$ cat src/rtl/fifo_serial_tx_pkg.sv
// Shared types and constants for the FIFO serial transmitter.
// Holds the FSM state enum, counter width and a saturating increment.
package fifo_serial_tx_pkg;

  typedef enum logic [1:0] {
    IDLE,
    PRIME,
    RUN
  } state_t;

  localparam int UNDERRUN_CNT_W = 16;
  localparam int MIN_CLK_DIV    = 2;

  function automatic logic [UNDERRUN_CNT_W-1:0] sat_inc(
    input logic [UNDERRUN_CNT_W-1:0] v
  );
    return (&v) ? v : v + UNDERRUN_CNT_W'(1);
  endfunction

endpackage

$ cat src/rtl/fifo_serial_tx_bclk_gen.sv
// Bit-clock generator: divides clk by 2*CLK_DIV, strobes on each toggle.
// Ports: i_clk, i_rst, i_clr (sync clear), o_bclk, o_rise_stb, o_fall_stb.
module fifo_serial_tx_bclk_gen #(
  parameter int CLK_DIV = 4
) (
  input  logic i_clk,
  input  logic i_rst,
  input  logic i_clr,
  output logic o_bclk,
  output logic o_rise_stb,
  output logic o_fall_stb
);

  localparam int CW = (CLK_DIV > 1) ? $clog2(CLK_DIV) : 1;

  logic [CW-1:0] r_div_cnt;
  logic          r_bclk;
  logic          w_tick;

  assign w_tick = !i_clr &&
                  (r_div_cnt == CW'(CLK_DIV - 1));

  // Strobes fire in the cycle whose edge performs the toggle.
  assign o_rise_stb = w_tick && !r_bclk;
  assign o_fall_stb = w_tick && r_bclk;
  assign o_bclk     = r_bclk;

  always_ff @(posedge i_clk) begin
    if (i_rst || i_clr) begin
      r_div_cnt <= '0;
      r_bclk    <= 1'b0;
    end else if (w_tick) begin
      r_div_cnt <= '0;
      r_bclk    <= ~r_bclk;
    end else begin
      r_div_cnt <= r_div_cnt + CW'(1);
    end
  end

endmodule

$ cat src/rtl/fifo_serial_tx.sv
// FIFO drain stage: pops words and shifts them out as left-justified stereo.
// Ports: clk, rst, enable_i, fifo_* read port, bclk/lrclk/sdata, underrun flags.
module fifo_serial_tx
  import fifo_serial_tx_pkg::*;
#(
  parameter int DATA_WIDTH = 16,
  parameter int CLK_DIV    = 4
) (
  input  logic                      clk,
  input  logic                      rst,
  input  logic                      enable_i,
  input  logic [DATA_WIDTH-1:0]     fifo_data_i,
  input  logic                      fifo_empty_i,
  output logic                      fifo_rd_en_o,
  output logic                      bclk_o,
  output logic                      lrclk_o,
  output logic                      sdata_o,
  output logic                      underrun_o,
  output logic [UNDERRUN_CNT_W-1:0] underrun_cnt_o
);

  if (CLK_DIV < MIN_CLK_DIV) begin : g_clk_div_chk
    $error("fifo_serial_tx: CLK_DIV must be >= %0d", MIN_CLK_DIV);
  end

  localparam int BW = $clog2(DATA_WIDTH);

  state_t                    r_state;
  state_t                    w_state_nx;
  logic [DATA_WIDTH-1:0]     r_shift;
  logic [BW-1:0]             r_bit_cnt;
  logic                      r_lrclk;
  logic                      r_underrun;
  logic [UNDERRUN_CNT_W-1:0] r_ur_cnt;
  logic [DATA_WIDTH-1:0]     r_next_word;
  logic                      r_next_valid;
  logic                      r_pend;
  logic                      r_rst_q;

  logic w_pop;
  logic w_clr;
  logic w_fall;
  logic w_rise_unused;
  logic w_load;
  logic w_stop;
  logic w_rd_en;

  fifo_serial_tx_bclk_gen #(
    .CLK_DIV (CLK_DIV)
  ) u_bclk_gen (
    .i_clk      (clk),
    .i_rst      (rst),
    .i_clr      (w_clr),
    .o_bclk     (bclk_o),
    .o_rise_stb (w_rise_unused),
    .o_fall_stb (w_fall)
  );

  assign w_load = (r_state == RUN) && w_fall &&
                  (r_bit_cnt == BW'(DATA_WIDTH - 1));
  // Stop only at the end of a right slot so pairs stay intact.
  assign w_stop = !enable_i && r_lrclk;

  always_comb begin
    w_state_nx = r_state;
    w_pop      = 1'b0;
    w_clr      = 1'b1;
    unique case (r_state)
      IDLE: begin
        if (enable_i && !fifo_empty_i && !r_rst_q) begin
          w_pop      = 1'b1;
          w_state_nx = PRIME;
        end
      end
      PRIME: begin
        w_state_nx = RUN;
      end
      RUN: begin
        w_clr = 1'b0;
        if (enable_i && !r_next_valid && !r_pend &&
            !fifo_empty_i) begin
          w_pop = 1'b1;
        end
        if (w_load && w_stop) begin
          w_state_nx = IDLE;
        end
      end
      default: begin
        w_state_nx = IDLE;
      end
    endcase
  end

  // No pop while reset is asserted or in the cycle right after it.
  assign w_rd_en      = w_pop && !rst && !r_rst_q;
  assign fifo_rd_en_o = w_rd_en;

  always_ff @(posedge clk) begin
    if (rst) begin
      r_state      <= IDLE;
      r_shift      <= '0;
      r_bit_cnt    <= '0;
      r_lrclk      <= 1'b0;
      r_underrun   <= 1'b0;
      r_ur_cnt     <= '0;
      r_next_word  <= '0;
      r_next_valid <= 1'b0;
      r_pend       <= 1'b0;
      r_rst_q      <= 1'b1;
    end else begin
      r_rst_q    <= 1'b0;
      r_state    <= w_state_nx;
      r_underrun <= 1'b0;

      if (r_state == PRIME) begin
        r_shift   <= fifo_data_i;
        r_bit_cnt <= '0;
        r_lrclk   <= 1'b0;
      end else if (w_load) begin
        r_bit_cnt <= '0;
        if (w_stop) begin
          r_shift <= '0;
          r_lrclk <= 1'b0;
        end else begin
          r_lrclk <= ~r_lrclk;
          if (r_next_valid) begin
            r_shift <= r_next_word;
          end else begin
            r_shift    <= '0;
            r_underrun <= 1'b1;
            r_ur_cnt   <= sat_inc(r_ur_cnt);
          end
        end
      end else if ((r_state == RUN) && w_fall) begin
        r_shift   <= {r_shift[DATA_WIDTH-2:0], 1'b0};
        r_bit_cnt <= r_bit_cnt + BW'(1);
      end

      // A capture landing on a load event wins: the slot
      // underruns and the word is kept for the next slot.
      if (r_pend) begin
        r_next_word  <= fifo_data_i;
        r_next_valid <= 1'b1;
        r_pend       <= 1'b0;
      end else if (w_load) begin
        r_next_valid <= 1'b0;
      end

      if (w_rd_en && (r_state == RUN)) begin
        r_pend <= 1'b1;
      end

      if (w_load && w_stop) begin
        r_next_valid <= 1'b0;
        r_pend       <= 1'b0;
      end
    end
  end

  assign lrclk_o        = r_lrclk;
  assign sdata_o        = r_shift[DATA_WIDTH-1];
  assign underrun_o     = r_underrun;
  assign underrun_cnt_o = r_ur_cnt;

endmodule
$ cat config.mk
export PLATFORM = sky130hd
export DESIGN_NAME = fifo_serial_tx
export DESIGN_NICKNAME = d
export VERILOG_FILES = /design/src/rtl/fifo_serial_tx_pkg.sv /design/src/rtl/fifo_serial_tx_bclk_gen.sv /design/src/rtl/fifo_serial_tx.sv
export SDC_FILE = /design/constraint.sdc
export NUM_CORES = 1
export LEC_CHECK = 0
export CORE_MARGIN = 2
export CORE_UTILIZATION = 35
export CTS_BUF_LIST = sky130_fd_sc_hd__clkbuf_2
export DETAILED_ROUTE_END_ITERATION = 12
export PLACE_DENSITY = 0.61
export SKIP_LAST_GASP = 1
export SLEW_MARGIN = 20
export SYNTH_ARGS = -nofsm -noshare
export SYNTH_HDL_FRONTEND = slang
export SYNTH_SLANG_ARGS = --single-unit
$ cat constraint.sdc
create_clock -name clk -period 3 [get_ports clk]
set_input_delay 0.45 -clock clk [delete_from_list [all_inputs] [get_ports clk]]
set_output_delay 0.45 -clock clk [all_outputs]
set_load 0.02 [all_outputs]
==> flow_summary.toml <==
[timing]
min_period_ps = 2616
skew_ps = 25.67
finalMaxSlewViolations = 0
tns_ps = 0
hold_violations = 0
relSlewSlack = 0.2968
finalCritPeriodShare = 0.8721
max_freq_ghz = 0.3822
setup_viol = 0
worst_pin_slew_ps = 1051
fin_ws_ps = 383.6
rsz0062_at_grt = "false"

[logic_synthesis]
syn_inst = 278
synth_edf_count = 0
synth_top_area_cell = "dfxtp_1"
yosys_register_bits = 62
yosys_warnings = 0
synth_top_family_by_area = "simple AND/OR/NAND/NOR gates"
synth_most_common_cell = "dfxtp_1"
synth_adder_area_share = 0.01447
yosys_most_used_dff = "dfxtp_1"
synth_top_area_frac = 0.4785
synth-simple-area-share = 0.2156
ys_top_cells_by_area = "dfxtp_1 (48%), mux2i_1 (6.6%), a21oi_1 (6.2%), a222oi_1 (5.8%), nand2_1 (3.6%)"
synth.area.mux_share = 0.06561
syn_nets = 301
syn_area_per_cell_um2 = 9.330
async_flop_share = 0
yosys.area_share.xor_xnor = 0.01351
synthTopCellsByCount = "dfxtp_1 (62), a21oi_1 (32), nand2_1 (25), nor2_1 (25), mux2i_1 (17)"
seq_area_frac_synth = 0.4785
synth_compound_area_frac = 0.1775
synth_cell_type_count = 41
syn_area_mm2 = 0.002594

[cts]
cts_root_buffer = "clkbuf_2"
clock-sinks = 62
cts_tree = "built"
clk_pin_slew_ps = 210
cts_resized = 0
htree_levels = 3
cts_max_path_buffers = 2
clk_latency_ps = 500
cts_hold_buffers = 0
cts_made_buffers = 9
cts_setup_buffers = 0

[worst_setup_path]
crit_slowest_cell = "clkdlybuf4s50_1"
path_max_fanout = 3
startpoint_type = "input pin"
crit_buf_inv = 2
cp.depth = 5
end_kind = "primary output"
required_ps = 2550
r2r_cells = 6
max_stage_delay_ps = 610
crit_path_cell_trace = "clkdlybuf4s50_1, nor4b_1, nand2_1, nor2_1, clkdlybuf4s50_1"
cp.arrival_ps = 2170
critPathKind = "input pin to primary output"
crit_top_cell = "clkdlybuf4s50_1"
critPathTopFamily = "buffers and inverters"

[detailed_routing]
vias = 2231
ant_nets = 0
first_pass_iters = 7
wl_per_cell_um = 13.80
route.detailed.drc = 0
vias_per_cell = 5.312
drt_iter0_markers = 170
wirelength_mm = 5.797

[floorplan]
ios = 41
dieArea_mm2 = 0.008115
initial_core_util = 0.3595
die_w_um = 90.09
core_region_area_mm2 = 0.007214
die_h_um = 90.09
rows = 31

[min_path]
hold_path_depth = 2
hp-class = "register to register"

[cells_and_area]
fin_cells = 420
final_nets = 339
antennaDiodeCount = 0
final_layout_size_suffix_gt1_frac = 0.07788
area_delta_synth_final_pct = 21.80

[power]
switching_power_uw = 374.7
p_clk_frac = 0.332
pwr-share-comb = 0.048
seqPwrFrac = 0.620
intPower_uw = 975.1
power_density_mw_per_mm2 = 427.3
peakVddDrop_v = 0.0002547
power.total_mw = 1.350
p_sw_frac = 0.2776
p_leak_nw = 1.093

[place]
gp_congestion = 0.7107
dp_slack_ps = 363.6
placed_cells = 404
dp_hpwl_mm = 3.652
portBuffers = 40

[global_route]
grt_pass1_wl_mm = 9.487
grt_max_degree = 60
grt_usage = 0.1418
grt.overflow.total = 0
grt_pass1_vias = 2106
antenna_found_initial = 0

[run]
drv_cap = 0

[run_status]
status = "finished, final reports clean"
cell type report:
| type | count | area, um^2 |
|---|---|---|
| clock buffers | 9 | 45.04 |
| fillers | 753 | 4055 |
| multi-input cells | 196 | 1262 |
| inverters | 3 | 11.26 |
| well taps | 99 | 123.9 |
| clock inverters | 7 | 50.05 |
| repair buffers | 44 | 425.4 |
| flip-flops and latches | 62 | 1241 |
layer usage:
metal | global-route usage | vias to the layer above | part of all wire
met1 | 0.1765 | 1052 | 0.47
li1 | - | 1116 | -
met4 | 0.05385 | 0 | 0.017
met3 | 0.03772 | 10 | 0.049
met2 | 0.2350 | 53 | 0.46
met5 | 0 | - | 0
power groups by stage:
stage                     registers, mW  clock network (mW)  logic [mW]
final                             0.837               0.448      0.0653
after global routing              0.838               0.489      0.0707
after CTS                         0.837               0.457      0.0656
after detailed placement          0.853                   0      0.0656
after global placement            0.853                   0      0.0650
after floorplan                   0.852                   0      0.0283
placed cells by master, fill, tap and decap left out, drive strengths merged, types with 2 or more instances in the layout:
cell type	n
dfxtp	62
clkdlybuf4s50	39
a21oi	32
nand2	25
nor2	25
mux2i	17
a222oi	15
nor3	10
o21ai	10
clkbuf	9
or3	8
nand3	6
o31ai	5
or4	5
buf	5
and3	4
nand4	4
inv	4
and2	3
nor2b	3
xor2	3
ha	3
clkinvlp	3
clkinv	3
and4	2
nand2b	2
nor3b	2
worst paths after layout:
check | start | to | slack [ps]
max | enable_i | fifo_rd_en_o | 380
max reg2reg | u_bclk_gen.r_div_cnt[0]$_SDFF_PP0_ | r_shift[0]$_SDFFE_PP0P_ | 790
min reg2reg | r_next_word[8]$_SDFFE_PP0P_ | r_shift[8]$_SDFFE_PP0P_ | 440
min | r_next_word[8]$_SDFFE_PP0P_ | r_shift[8]$_SDFFE_PP0P_ | 440
worst min-delay path: cells and delay by family (launching register included):
kind / cells / cell delay [ps]
compound gates: 1 / 50
simple gates: 1 / 50
flops: 1 / 350
cells by family after synthesis:
| kind of cell | Yosys count |
|---|---|
| and+or+nand+nor | 104 |
| AOI/OAI and AO/OA | 68 |
| DFF | 62 |
| buffers and inverters | 20 |
| muxes | 17 |
| xor gates and xnor gates | 4 |
| adders and majority gates | 3 |
sequential cells by signal, indices dropped and copies added, names as in the netlist:
signal                count
r_state                   2
r_next_valid              1
u_bclk_gen.o_bclk         1
lrclk_o                   1
u_bclk_gen.r_div_cnt      2
underrun_o                1
r_next_word              16
r_rst_q                   1
underrun_cnt_o           16
r_shift                  16
r_bit_cnt                 4
r_pend                    1
through the flow:
stage / utilization / instance area, um^2 / hold WS [ps]
global route: 0.4379 / 3159 / 459.6
global placement: 0.4247 / 3064 / 415.1
detailed placement: 0.4247 / 3064 / 423.6
floorplan: - / 2594 / 403.3
finish: 0.4379 / 3159 / 436.2
CTS: 0.4379 / 3159 / 446.6
Power figures use the tool's default switching activity.
